===== src/rtl/apb_init_pkg.sv =====
// Shared types and constants for the APB3 command initiator.
// State encoding, PPROT bit positions and the default ACCESS timeout.
package apb_init_pkg;

  typedef enum logic [1:0] {
    ST_IDLE   = 2'd0,
    ST_SETUP  = 2'd1,
    ST_ACCESS = 2'd2,
    ST_RESP   = 2'd3
  } state_e;

  localparam int PROT_PRIV  = 0;
  localparam int PROT_NSEC  = 1;
  localparam int PROT_INSTR = 2;

  localparam int DEF_TIMEOUT_CYCLES = 256;

endpackage


===== src/rtl/apb_init_timeout_cnt.sv =====
// ACCESS-phase wait counter: clears on entry to ACCESS, counts wait cycles,
// saturates at TIMEOUT_CYCLES-1 and flags expiry there.
module apb_init_timeout_cnt
  import apb_init_pkg::*;
#(
  parameter int TIMEOUT_CYCLES = DEF_TIMEOUT_CYCLES
) (
  input  logic clk,
  input  logic rst_n,
  input  logic clear,
  input  logic enable,
  output logic expire
);

  localparam int CW = (TIMEOUT_CYCLES > 2) ? $clog2(TIMEOUT_CYCLES) : 1;
  localparam logic [CW-1:0] LAST = CW'(TIMEOUT_CYCLES - 1);

  logic [CW-1:0] count;

  always_ff @(posedge clk or negedge rst_n) begin
    if (!rst_n) begin
      count <= '0;
    end else if (clear) begin
      count <= '0;
    end else if (enable && (count != LAST)) begin
      count <= count + 1'b1;
    end
  end

  assign expire = (count == LAST);

endmodule


===== src/rtl/apb_cmd_initiator.sv =====
// APB3 requester: one valid/ready command at a time -> one APB transfer -> one
// buffered response. Optional ACCESS timeout when APB_INIT_TIMEOUT_EN is defined.
module apb_cmd_initiator
  import apb_init_pkg::*;
#(
  parameter int ADDR_W         = 12,
  parameter int TIMEOUT_CYCLES = DEF_TIMEOUT_CYCLES
) (
  input  logic              PCLK,
  input  logic              PRESETn,
  input  logic              req_valid,
  output logic              req_ready,
  input  logic              req_write,
  input  logic [ADDR_W-3:0] req_addr,
  input  logic [31:0]       req_wdata,
  input  logic [2:0]        req_prot,
  output logic              rsp_valid,
  input  logic              rsp_ready,
  output logic [31:0]       rsp_rdata,
  output logic              rsp_err,
  output logic              rsp_timeout,
  output logic              PSEL,
  output logic              PENABLE,
  output logic              PWRITE,
  output logic [ADDR_W-3:0] PADDR,
  output logic [31:0]       PWDATA,
  output logic [2:0]        PPROT,
  input  logic [31:0]       PRDATA,
  input  logic              PREADY,
  input  logic              PSLVERR
);

  state_e state;

`ifdef APB_INIT_TIMEOUT_EN
  logic expire;
  logic timeout_q;

  apb_init_timeout_cnt #(
    .TIMEOUT_CYCLES(TIMEOUT_CYCLES)
  ) u_timeout_cnt (
    .clk   (PCLK),
    .rst_n (PRESETn),
    .clear (state == ST_SETUP),
    .enable((state == ST_ACCESS) && !PREADY),
    .expire(expire)
  );

  assign rsp_timeout = timeout_q;
`else
  assign rsp_timeout = 1'b0;
`endif

  // NOTE: all state and outputs are registered with non-blocking assignments;
  // the async reset clears PSEL/PENABLE immediately, abandoning any transfer.
  always_ff @(posedge PCLK or negedge PRESETn) begin
    if (!PRESETn) begin
      state     <= ST_IDLE;
      req_ready <= 1'b1;
      PSEL      <= 1'b0;
      PENABLE   <= 1'b0;
      PWRITE    <= 1'b0;
      PADDR     <= '0;
      PWDATA    <= '0;
      PPROT     <= '0;
      rsp_valid <= 1'b0;
      rsp_rdata <= '0;
      rsp_err   <= 1'b0;
`ifdef APB_INIT_TIMEOUT_EN
      timeout_q <= 1'b0;
`endif
    end else begin
      case (state)
        ST_IDLE: begin
          // req_ready is always high here, so req_valid alone is the handshake.
          if (req_valid) begin
            PWRITE    <= req_write;
            PADDR     <= req_addr;
            PWDATA    <= req_wdata;
            PPROT     <= req_prot;
            req_ready <= 1'b0;
            PSEL      <= 1'b1;
            state     <= ST_SETUP;
          end
        end

        ST_SETUP: begin
          PENABLE <= 1'b1;
          state   <= ST_ACCESS;
        end

        ST_ACCESS: begin
          if (PREADY) begin
            PSEL      <= 1'b0;
            PENABLE   <= 1'b0;
            rsp_valid <= 1'b1;
            rsp_err   <= PSLVERR;
            rsp_rdata <= (!PWRITE && !PSLVERR) ? PRDATA : 32'h0;
`ifdef APB_INIT_TIMEOUT_EN
            timeout_q <= 1'b0;
          end else if (expire) begin
            PSEL      <= 1'b0;
            PENABLE   <= 1'b0;
            rsp_valid <= 1'b1;
            rsp_err   <= 1'b1;
            rsp_rdata <= 32'h0;
            timeout_q <= 1'b1;
            state     <= ST_RESP;
`endif
          end
          if (PREADY) state <= ST_RESP;
        end

        ST_RESP: begin
          if (rsp_ready) begin
            rsp_valid <= 1'b0;
            req_ready <= 1'b1;
            state     <= ST_IDLE;
          end
        end

        default: state <= ST_IDLE;
      endcase
    end
  end

endmodule


===== config.mk =====
export PLATFORM = sky130hd
export DESIGN_NAME = apb_cmd_initiator
export DESIGN_NICKNAME = d
export VERILOG_FILES = /design/src/rtl/apb_init_pkg.sv /design/src/rtl/apb_init_timeout_cnt.sv /design/src/rtl/apb_cmd_initiator.sv
export SDC_FILE = /design/constraint.sdc
export NUM_CORES = 1
export LEC_CHECK = 0
export ABC_CLOCK_PERIOD_IN_PS = 1850
export BUFFER_PORTS_ARGS = -buffer_cell sky130_fd_sc_hd__buf_2
export CORE_UTILIZATION = 30
export CTS_CLUSTER_DIAMETER = 80
export CTS_CLUSTER_SIZE = 20
export DETAILED_ROUTE_END_ITERATION = 8
export PLACE_DENSITY = 0.52
export REMOVE_ABC_BUFFERS = 1
export SLEW_MARGIN = 10
export SYNTH_ARGS = -nofsm -noshare
export SYNTH_HDL_FRONTEND = slang
export SYNTH_SLANG_ARGS = --single-unit
export TNS_END_PERCENT = 5

===== constraint.sdc =====
create_clock -name PCLK -period 1.85 [get_ports PCLK]
set_input_delay 0.185 -clock PCLK [delete_from_list [all_inputs] [get_ports PCLK]]
set_output_delay 0.185 -clock PCLK [all_outputs]
set_load 0.01 [all_outputs]

==> results.cfg, run 1 <==
[cells_and_area]
drive_gt1_frac = 0.603
final_cell_mix = buf_2, dfrtp_1, a22o_1
fin_nets = 482
final_common_cell = buf_2
diodes = 0
areaGrowthSynthToFinish_pct = 38.2

[cts]
cts_tree = built
cts_buffer_depth = 2
cts-root-buf = clkbuf_16
worstSkewPairLatency_ns = 0.34
numCtsBuffers = 9
clock-sinks = 85
clk_pin_slew_ns = 0.06
post_cts_buffers = 0
h-tree-depth = 3
cts-resized-gates = 0

[synthesis]
synthTopCellsByArea = dfrtp_1, mux2_4, a22o_1
yosysWarnings = 0
synthCells = 217
synth_top_area_frac = 0.608
synth_area_leader_cell = dfrtp_1
synth_area_um2 = 3460
synth.distinct_cells = 33
ys_ff_latch = 85
synth.avg_cell_area_um2 = 15.9
ys_seq_area_frac = 0.615

[timing]
rsz0062_at_grt = false
post-route-period-util = 0.888
finalHoldViolCount = 0
finalWorstSetupSlack_ns = 0.208
setup_viol = 0
finClkSkew_ns = 0.00607
fin_setup_tns_ns = 0
max_freq_mhz = 609
slew_violations = 0
period_needed_ns = 1.64

[global_route]
grt_pass1_vias = 2448
grt_use_total = 0.143
grt_max_degree = 45
antenna_found_initial = 0
overflow = 0
grt_pass1_wl_mm = 12.5

[status]
outcome = completed

[worst_setup_path]
worst_ep_required_time_ns = 2.07
r2r-start = state[1]$_DFFE_PN0P_
path_class = reg2reg
cp-end-kind = flip-flop
reg2regPathDepth = 5
r2r_end = PWDATA[1]$_DFFE_PN0P_
crit_fanout = 23
arrival_ns = 1.86
ff2ff_setup_slack_ns = 0.21
start_kind = flip-flop

[placement]
pre_cts_ws_ns = 0.199
place_hpwl_mm = 6.04
portBuffers = 166
gp_congestion = 0.753

[detailed_routing]
wirelength_mm = 8.04
drt_first_pass_iters = 4
viasPerCell = 4.48
drt-initial-drc-count = 78
wire_per_inst_um = 15.0
antenna_left = 0
drcViolationCount = 0
vias = 2399

[floorplanning]
die-area_um2 = 12000
coreArea_um2 = 11000
ioPinCount = 168
placement_rows = 38
die_y_um = 109
die_w_um = 109
start_util = 0.314

[min_path]
hp-start = PRDATA[10]
worstHoldPathCells = 2
hold_class = in2reg
min_to = rsp_rdata[10]$_DFFE_PN0P_

[power]
leakage_nw = 2.55
peakVddDrop_mv = 0.781
cellPowerDensity_nw_per_um2 = 1780

[job]
maxCapViolations = 0
[power breakdown]
part / switching, mW / leakage [nW] / internal (mW)
registers: 0.505 / 1.05 / 2.79
logic: 1.55 / 1.35 / 1.89
clock network: 0.667 / 0.143 / 1.11
total: 2.72 / 2.55 / 5.79
[cell usage after synthesis]
| cell type | n |
|---|---|
| dfrtp_1 | 84 |
| a22o_1 | 32 |
| mux2_4 | 29 |
| mux2_2 | 18 |
| buf_6 | 7 |
| ha_1 | 7 |
| nand2b_1 | 5 |
| a21oi_1 | 3 |
| clkbuf_1 | 3 |
| inv_1 | 2 |
| mux2i_1 | 2 |
| nand2_1 | 2 |
| nor2_1 | 2 |
| nor3_1 | 2 |
| a211oi_1 | 1 |
| a21o_1 | 1 |
| a31oi_1 | 1 |
| and3_1 | 1 |
| and4_1 | 1 |
| buf_2 | 1 |
| buf_4 | 1 |
| conb_1 | 1 |
| dfstp_2 | 1 |
| mux2_1 | 1 |
| nand2_2 | 1 |
| nand3b_1 | 1 |
| nand4_1 | 1 |
| nor2b_1 | 1 |
| nor3_4 | 1 |
| nor3b_1 | 1 |
| o211a_1 | 1 |
| o21ai_0 | 1 |
| or2_2 | 1 |
[layout make-up]
class | instances | area (µm²)
clock buffers | 14 | 264
clock inverters | 1 | 30.0
fillers | 1051 | 6250
inverters | 2 | 7.51
multi-input cells | 118 | 1220
flip-flops and latches | 85 | 2130
well taps | 140 | 175
repair buffers | 175 | 953
[through the flow]
stage          std cells   util  hold slack (ns)  cell area, µm²  total power [mW]
2_1_floorplan        205      -           -0.111            3360              5.38
6_report             535  0.433           0.0638            4780              8.51
5_1_grt              535  0.433           0.0509            4780              9.08
4_1_cts              535  0.433           0.0479            4780              8.66
3_3_place_gp         519  0.406            0.108            4480              6.78
3_5_place_dp         519  0.406            0.110            4480              6.82
[critical path, cell delays in order, from the launching register on]
cell and delay (ns):
dfrtp_1 0.43, inv_1 0.11, ha_1 0.26, nand2_2 0.15, buf_12 0.21, mux2_2 0.35
[logic make-up (layout without fill, tap and decap cells)]
kind of cell | count (synthesis) | in the layout | share of synthesized area
AO/OA/AOI/OAI | 40 | 40 | 0.0959
adder cells (fa/ha/maj) | 7 | 7 | 0.0253
buffers and inverters | 14 | 192 | 0.0318
flip-flops | 85 | 85 | 0.615
multiplexers | 50 | 50 | 0.194
other | 1 | 1 | 0.00108
AND/OR/NAND/NOR | 20 | 20 | 0.0369
[worst max-delay path by stage]
stage | from | end | slack, ns
global route | state[1]$_DFFE_PN0P_ | PWDATA[6]$_DFFE_PN0P_ | 0.11
finish | state[1]$_DFFE_PN0P_ | PWDATA[1]$_DFFE_PN0P_ | 0.21
floorplan | state[0]$_DFFE_PN0P_ | PADDR[9]$_DFFE_PN0P_ | -0.80
detailed placement | state[1]$_DFFE_PN0P_ | PWDATA[9]$_DFFE_PN0P_ | 0.20
CTS | state[1]$_DFFE_PN0P_ | PWDATA[2]$_DFFE_PN0P_ | 0.19
global placement | state[1]$_DFFE_PN0P_ | PWDATA[9]$_DFFE_PN0P_ | 0.23
[layer usage]
layer,vias to the layer above,track usage,wire (µm)
li1,1129,-,-
met1,1193,0.167,3320
met2,67,0.235,4090
met3,10,0.0575,488
met4,0,0.0552,137
met5,-,0,0
[repair_timing]
| action | in CTS | in global routing |
|---|---|---|
| endpoints found under the hold margin | 22 | 0 |
| setup endpoints to repair | 0 | 0 |
| hold buffers | 1 | 0 |
[state kept, by name (all words and copies together), names as in the netlist]
signal     count
state          2
rsp_valid      1
PADDR         10
req_ready      1
PENABLE        1
rsp_rdata     32
PWDATA        32
rsp_err        1
PSEL           1
PPROT          3
PWRITE         1
Note: power is estimated with default switching activity, not from simulation.
==> inputs of run 2 (changes only) <==
- ABC_CLOCK_PERIOD_IN_PS: 1850 -> 1610
- SLEW_MARGIN: 10 -> default
- clock period: 1.85 -> 1.61 ns (I/O delays scaled with it)
==> run 2 against run 1 <==
Compared with the run above:
- first-iteration DRC count shrank 9.0%
- combinational power grew 21%
- worst setup slack lost 0.13 ns
- largest power group unchanged
==> results.cfg, run 2 (synthesis gave the netlist of run 1 again) <==
[status]
outcome = completed

[power]
cellPowerDensity_nw_per_um2 = 2050
peakVddDrop_mv = 0.753
leakage_nw = 2.59

[floorplanning]
die-area_um2 = 12000
die_w_um = 109
coreArea_um2 = 11000
ioPinCount = 168
start_util = 0.314
die_y_um = 109
placement_rows = 38

[min_path]
hp-start = PRDATA[13]
worstHoldPathCells = 2
hold_class = in2reg
min_to = rsp_rdata[13]$_DFFE_PN0P_

[worst_setup_path]
start_kind = flip-flop
path_cells = buf_4 > ha_1 > nand2b_1 > and3_1 > mux2_1
arrival_ns = 1.74
reg2regPathDepth = 5
crit_path_max_incr_delay_ns = 0.41
slowest_stage = dfrtp_1
r2r-start = state[1]$_DFFE_PN0P_
path_class = reg2reg
r2r_end = state[1]$_DFFE_PN0P_
worst_ep_required_time_ns = 1.82
critPathLaunch = state[1]$_DFFE_PN0P_
crit_fanout = 4
ff2ff_setup_slack_ns = 0.08
cp-end-kind = flip-flop

[timing]
whs_ns = 0.0424
finClkSkew_ns = 0.00474
finalWorstSetupSlack_ns = 0.0791
period_needed_ns = 1.53
post-route-period-util = 0.951
max_freq_mhz = 653
setup_viol = 0
finalHoldViolCount = 0
slew_violations = 0

[cells_and_area]
fill_cells = 1054
fin_nets = 490
largestRegisters = PWDATA x32, rsp_rdata x32, PADDR x10
instances_no_fill = 544
areaGrowthSynthToFinish_pct = 40.6
multi_input_area_um2 = 1230
final_cell_mix = buf_2, dfrtp_1, a22o_1
final_common_cell = buf_2
diodes = 0
drive_gt1_frac = 0.624
seq_area_um2 = 2130

[cts]
numCtsBuffers = 9
cts-root-buf = clkbuf_16
clk_pin_slew_ns = 0.06
cts_tree = built
cts_buffer_depth = 2
clock-sinks = 85
worstSkewPairLatency_ns = 0.33
h-tree-depth = 3

[detailed_routing]
drt-initial-drc-count = 71
drcViolationCount = 0
drt_first_pass_iters = 4
wirelength_mm = 8.27
wire_per_inst_um = 15.2
vias = 2435
antenna_left = 0
viasPerCell = 4.48

[placement]
gp_congestion = 0.739
placedCellCount = 526
place_hpwl_mm = 6.02
pre_cts_ws_ns = 0.0308
portBuffers = 166

[global_route]
grt_max_degree = 86
grt_pass1_vias = 2421
antenna_found_initial = 0
overflow = 0
grt_use_total = 0.144
grt_pass1_wl_mm = 12.8

[job]
maxCapViolations = 0
-- run 2: worst max-delay path by stage --
stage | endpoint | depth (start not counted)
after global routing | state[1]$_DFFE_PN0P_ | 5
after global placement | PWDATA[1]$_DFFE_PN0P_ | 5
final | state[1]$_DFFE_PN0P_ | 5
after floorplan | PADDR[9]$_DFFE_PN0P_ | 4
after detailed placement | PWDATA[4]$_DFFE_PN0P_ | 5
after CTS | PWDATA[4]$_DFFE_PN0P_ | 5
-- run 2: per-layer routing --
metal | routed length [µm] | track usage
met1 | 3450 | 0.180
met2 | 4160 | 0.228
met3 | 447 | 0.0362
met4 | 213 | 0.0800
met5 | 0 | 0
-- run 2: layout make-up --
class,instances,area share
clock buffers,10,0.0471
clock inverters,6,0.0131
inverters,2,0.00154
multi-input cells,118,0.253
flip-flops and latches,85,0.438
well taps,140,0.0360
repair buffers,183,0.211
-- run 2: repair_timing --
item,4_1_cts,5_1_grt
hold buffers,1,0
endpoints found under the hold margin,84,0
setup buffers,0,1
setup endpoints to repair,0,79
gates resized for setup,0,4
-- run 2: report_power, final --
part	internal, mW	switching [mW]	leakage (nW)
Combinational	2.31	1.85	1.40
Sequential	3.21	0.567	1.05
Clock	1.20	0.836	0.138
-- run 2: critical path, delay by kind of cell, from the launching register on --
family                   cells  cell delay, ns
buffers and inverters        1            0.16
AND/OR/NAND/NOR              2            0.31
adder cells (fa/ha/maj)      1            0.19
flip-flops                   1            0.41
multiplexers                 1            0.34
-- run 2: through the flow --
step	TNS (ns)	power, mW	util	cell area (µm²)
final	0	9.96	0.441	4860
after global routing	-0.00342	10.6	0.441	4860
after CTS	0	10.1	0.439	4840
after detailed placement	0	7.99	0.412	4540
after global placement	0	7.92	0.412	4540
after floorplan	-60.21	6.18	-	3360
==> inputs of run 3 (changes only) <==
- ABC_CLOCK_PERIOD_IN_PS: 1610 -> 1470
- PLACE_DENSITY: 0.52 -> 0.67
- clock period: 1.61 -> 1.47 ns (I/O delays scaled with it)
==> run 3 against run 2 <==
Compared with the run above:
- utilization up 0.70 points
- die area unchanged
- cell count rose by 0.37%
- register-to-register slack lost 0.07 ns
- clock skew increased by 0.0019 ns
- design area up 1.6%
- power rose by 11%
- largest power group unchanged
- highest routed layer unchanged
==> results.cfg, run 3 (synthesis gave the netlist of run 1 again) <==
[status]
outcome = completed

[cells_and_area]
fill_cells = 1034
final_cell_mix = buf_2, dfrtp_1, a22o_1
seq_area_um2 = 2130
multi_input_area_um2 = 1280
final_common_cell = buf_2
areaGrowthSynthToFinish_pct = 42.8
drive_gt1_frac = 0.640
fin_nets = 495
largestRegisters = PWDATA x32, rsp_rdata x32, PADDR x10
diodes = 0
post-route-util = 0.448

[detailed_routing]
drt-initial-drc-count = 72
wire_per_inst_um = 15.1
wirelength_mm = 8.22
antenna_left = 0
drcViolationCount = 0
vias = 2499
viasPerCell = 4.58
drt_first_pass_iters = 4

[cts]
h-tree-depth = 3
numCtsBuffers = 9
worstSkewPairLatency_ns = 0.33
cts_buffer_depth = 2
cts-root-buf = clkbuf_16
cts_tree = built
clock-sinks = 85
clk_pin_slew_ns = 0.06

[timing]
period_needed_ns = 1.46
finClkSkew_ns = 0.00661
post-route-period-util = 0.994
rsz0062_at_grt = true
fin_setup_tns_ns = 0
finalHoldViolCount = 0
slew_violations = 0
setup_viol = 0
max_freq_mhz = 684

[floorplanning]
die_w_um = 109
coreArea_um2 = 11000
placement_rows = 38
die-area_um2 = 12000
die_y_um = 109
start_util = 0.314
ioPinCount = 168

[global_route]
grt_pass1_wl_mm = 12.5
overflow = 0
antenna_found_initial = 0
grt_pass1_vias = 2505
grt_busiest_layer = met2
grt_max_degree = 42
grt_use_met2 = 0.232
grt.met3_usage = 0.0421
grt_use_total = 0.138
met1_usage = 0.166

[power]
cellPowerDensity_nw_per_um2 = 2230
leakage_nw = 2.61
peakVddDrop_mv = 0.770
total_power_mw = 11.0

[worst_setup_path]
arrival_ns = 1.67
ff2ff_setup_slack_ns = 0.008
path_class = reg2reg
start_kind = flip-flop
crit_fanout = 5
cp-end-kind = flip-flop
worst_ep_required_time_ns = 1.67

[placement]
gp_congestion = 0.685
place_hpwl_mm = 5.88
portBuffers = 166

[job]
maxCapViolations = 0

[min_path]
hold_class = in2reg
==> run 3: final timing paths <==
| path | start | endpoint | cells after the start |
|---|---|---|---|
| max | state[1]$_DFFE_PN0P_ | state[1]$_DFFE_PN0P_ | 5 |
| min | PRDATA[9] | rsp_rdata[9]$_DFFE_PN0P_ | 2 |
| max reg2reg | state[1]$_DFFE_PN0P_ | state[1]$_DFFE_PN0P_ | 5 |
| min reg2reg | PENABLE$_DFFE_PN0P_ | PENABLE$_DFFE_PN0P_ | 2 |
| max in group asynchronous | PRESETn | PWDATA[12]$_DFFE_PN0P_ | 3 |
| min in group asynchronous | PRESETn | rsp_rdata[9]$_DFFE_PN0P_ | 2 |
==> run 3: per-layer routing <==
layer | share of wire | wire length, µm | vias to the layer above
li1 | - | - | 1162
met1 | 0.41 | 3390 | 1255
met2 | 0.52 | 4250 | 74
met3 | 0.058 | 479 | 8
met4 | 0.012 | 101 | 0
met5 | 0 | 0 | -
==> run 3: layout make-up <==
class	instances	area share
Clock inverter	1	0.00152
Tap cell	140	0.0355
Inverter	2	0.00152
Clock buffer	12	0.0540
Sequential cell	85	0.431
Multi-Input combinational cell	118	0.258
Timing Repair Buffer	188	0.218
==> run 3: timing repair <==
item                       4_1_cts  5_1_grt
gates resized for setup         14        5
buffers inserted                 0        1
setup endpoints to repair       82       59
hold buffers                     1        0
pin swaps                        1        1
hold endpoints to repair        29        0
cloned                           1        0
==> run 3: through the flow <==
stage / std cells / hold WS, ns / worst slack [ns] / area, µm²
floorplan: 205 / -0.149 / -1.18 / 3360
global placement: 530 / 0.127 / -0.0200 / 4550
detailed placement: 530 / 0.133 / -0.0880 / 4550
CTS: 545 / 0.0160 / -0.0221 / 4910
global route: 546 / 0.0247 / -0.0375 / 4940
finish: 546 / 0.0288 / 0.00831 / 4940
==> run 3: worst max-delay path: stages, from the launching register on <==
cell	delay, ns
dfrtp_2	0.45
buf_6	0.13
ha_2	0.16
nand2b_1	0.09
and3_4	0.19
mux2_1	0.31
==> run 3: power by group <==
part           switching (mW)  total, mW  internal (mW)  leakage (nW)
combinational            2.11       4.77           2.67          1.43
clock                   0.848       2.10           1.25         0.133
sequential              0.633       4.15           3.51          1.05
total                    3.59       11.0           7.44          2.61
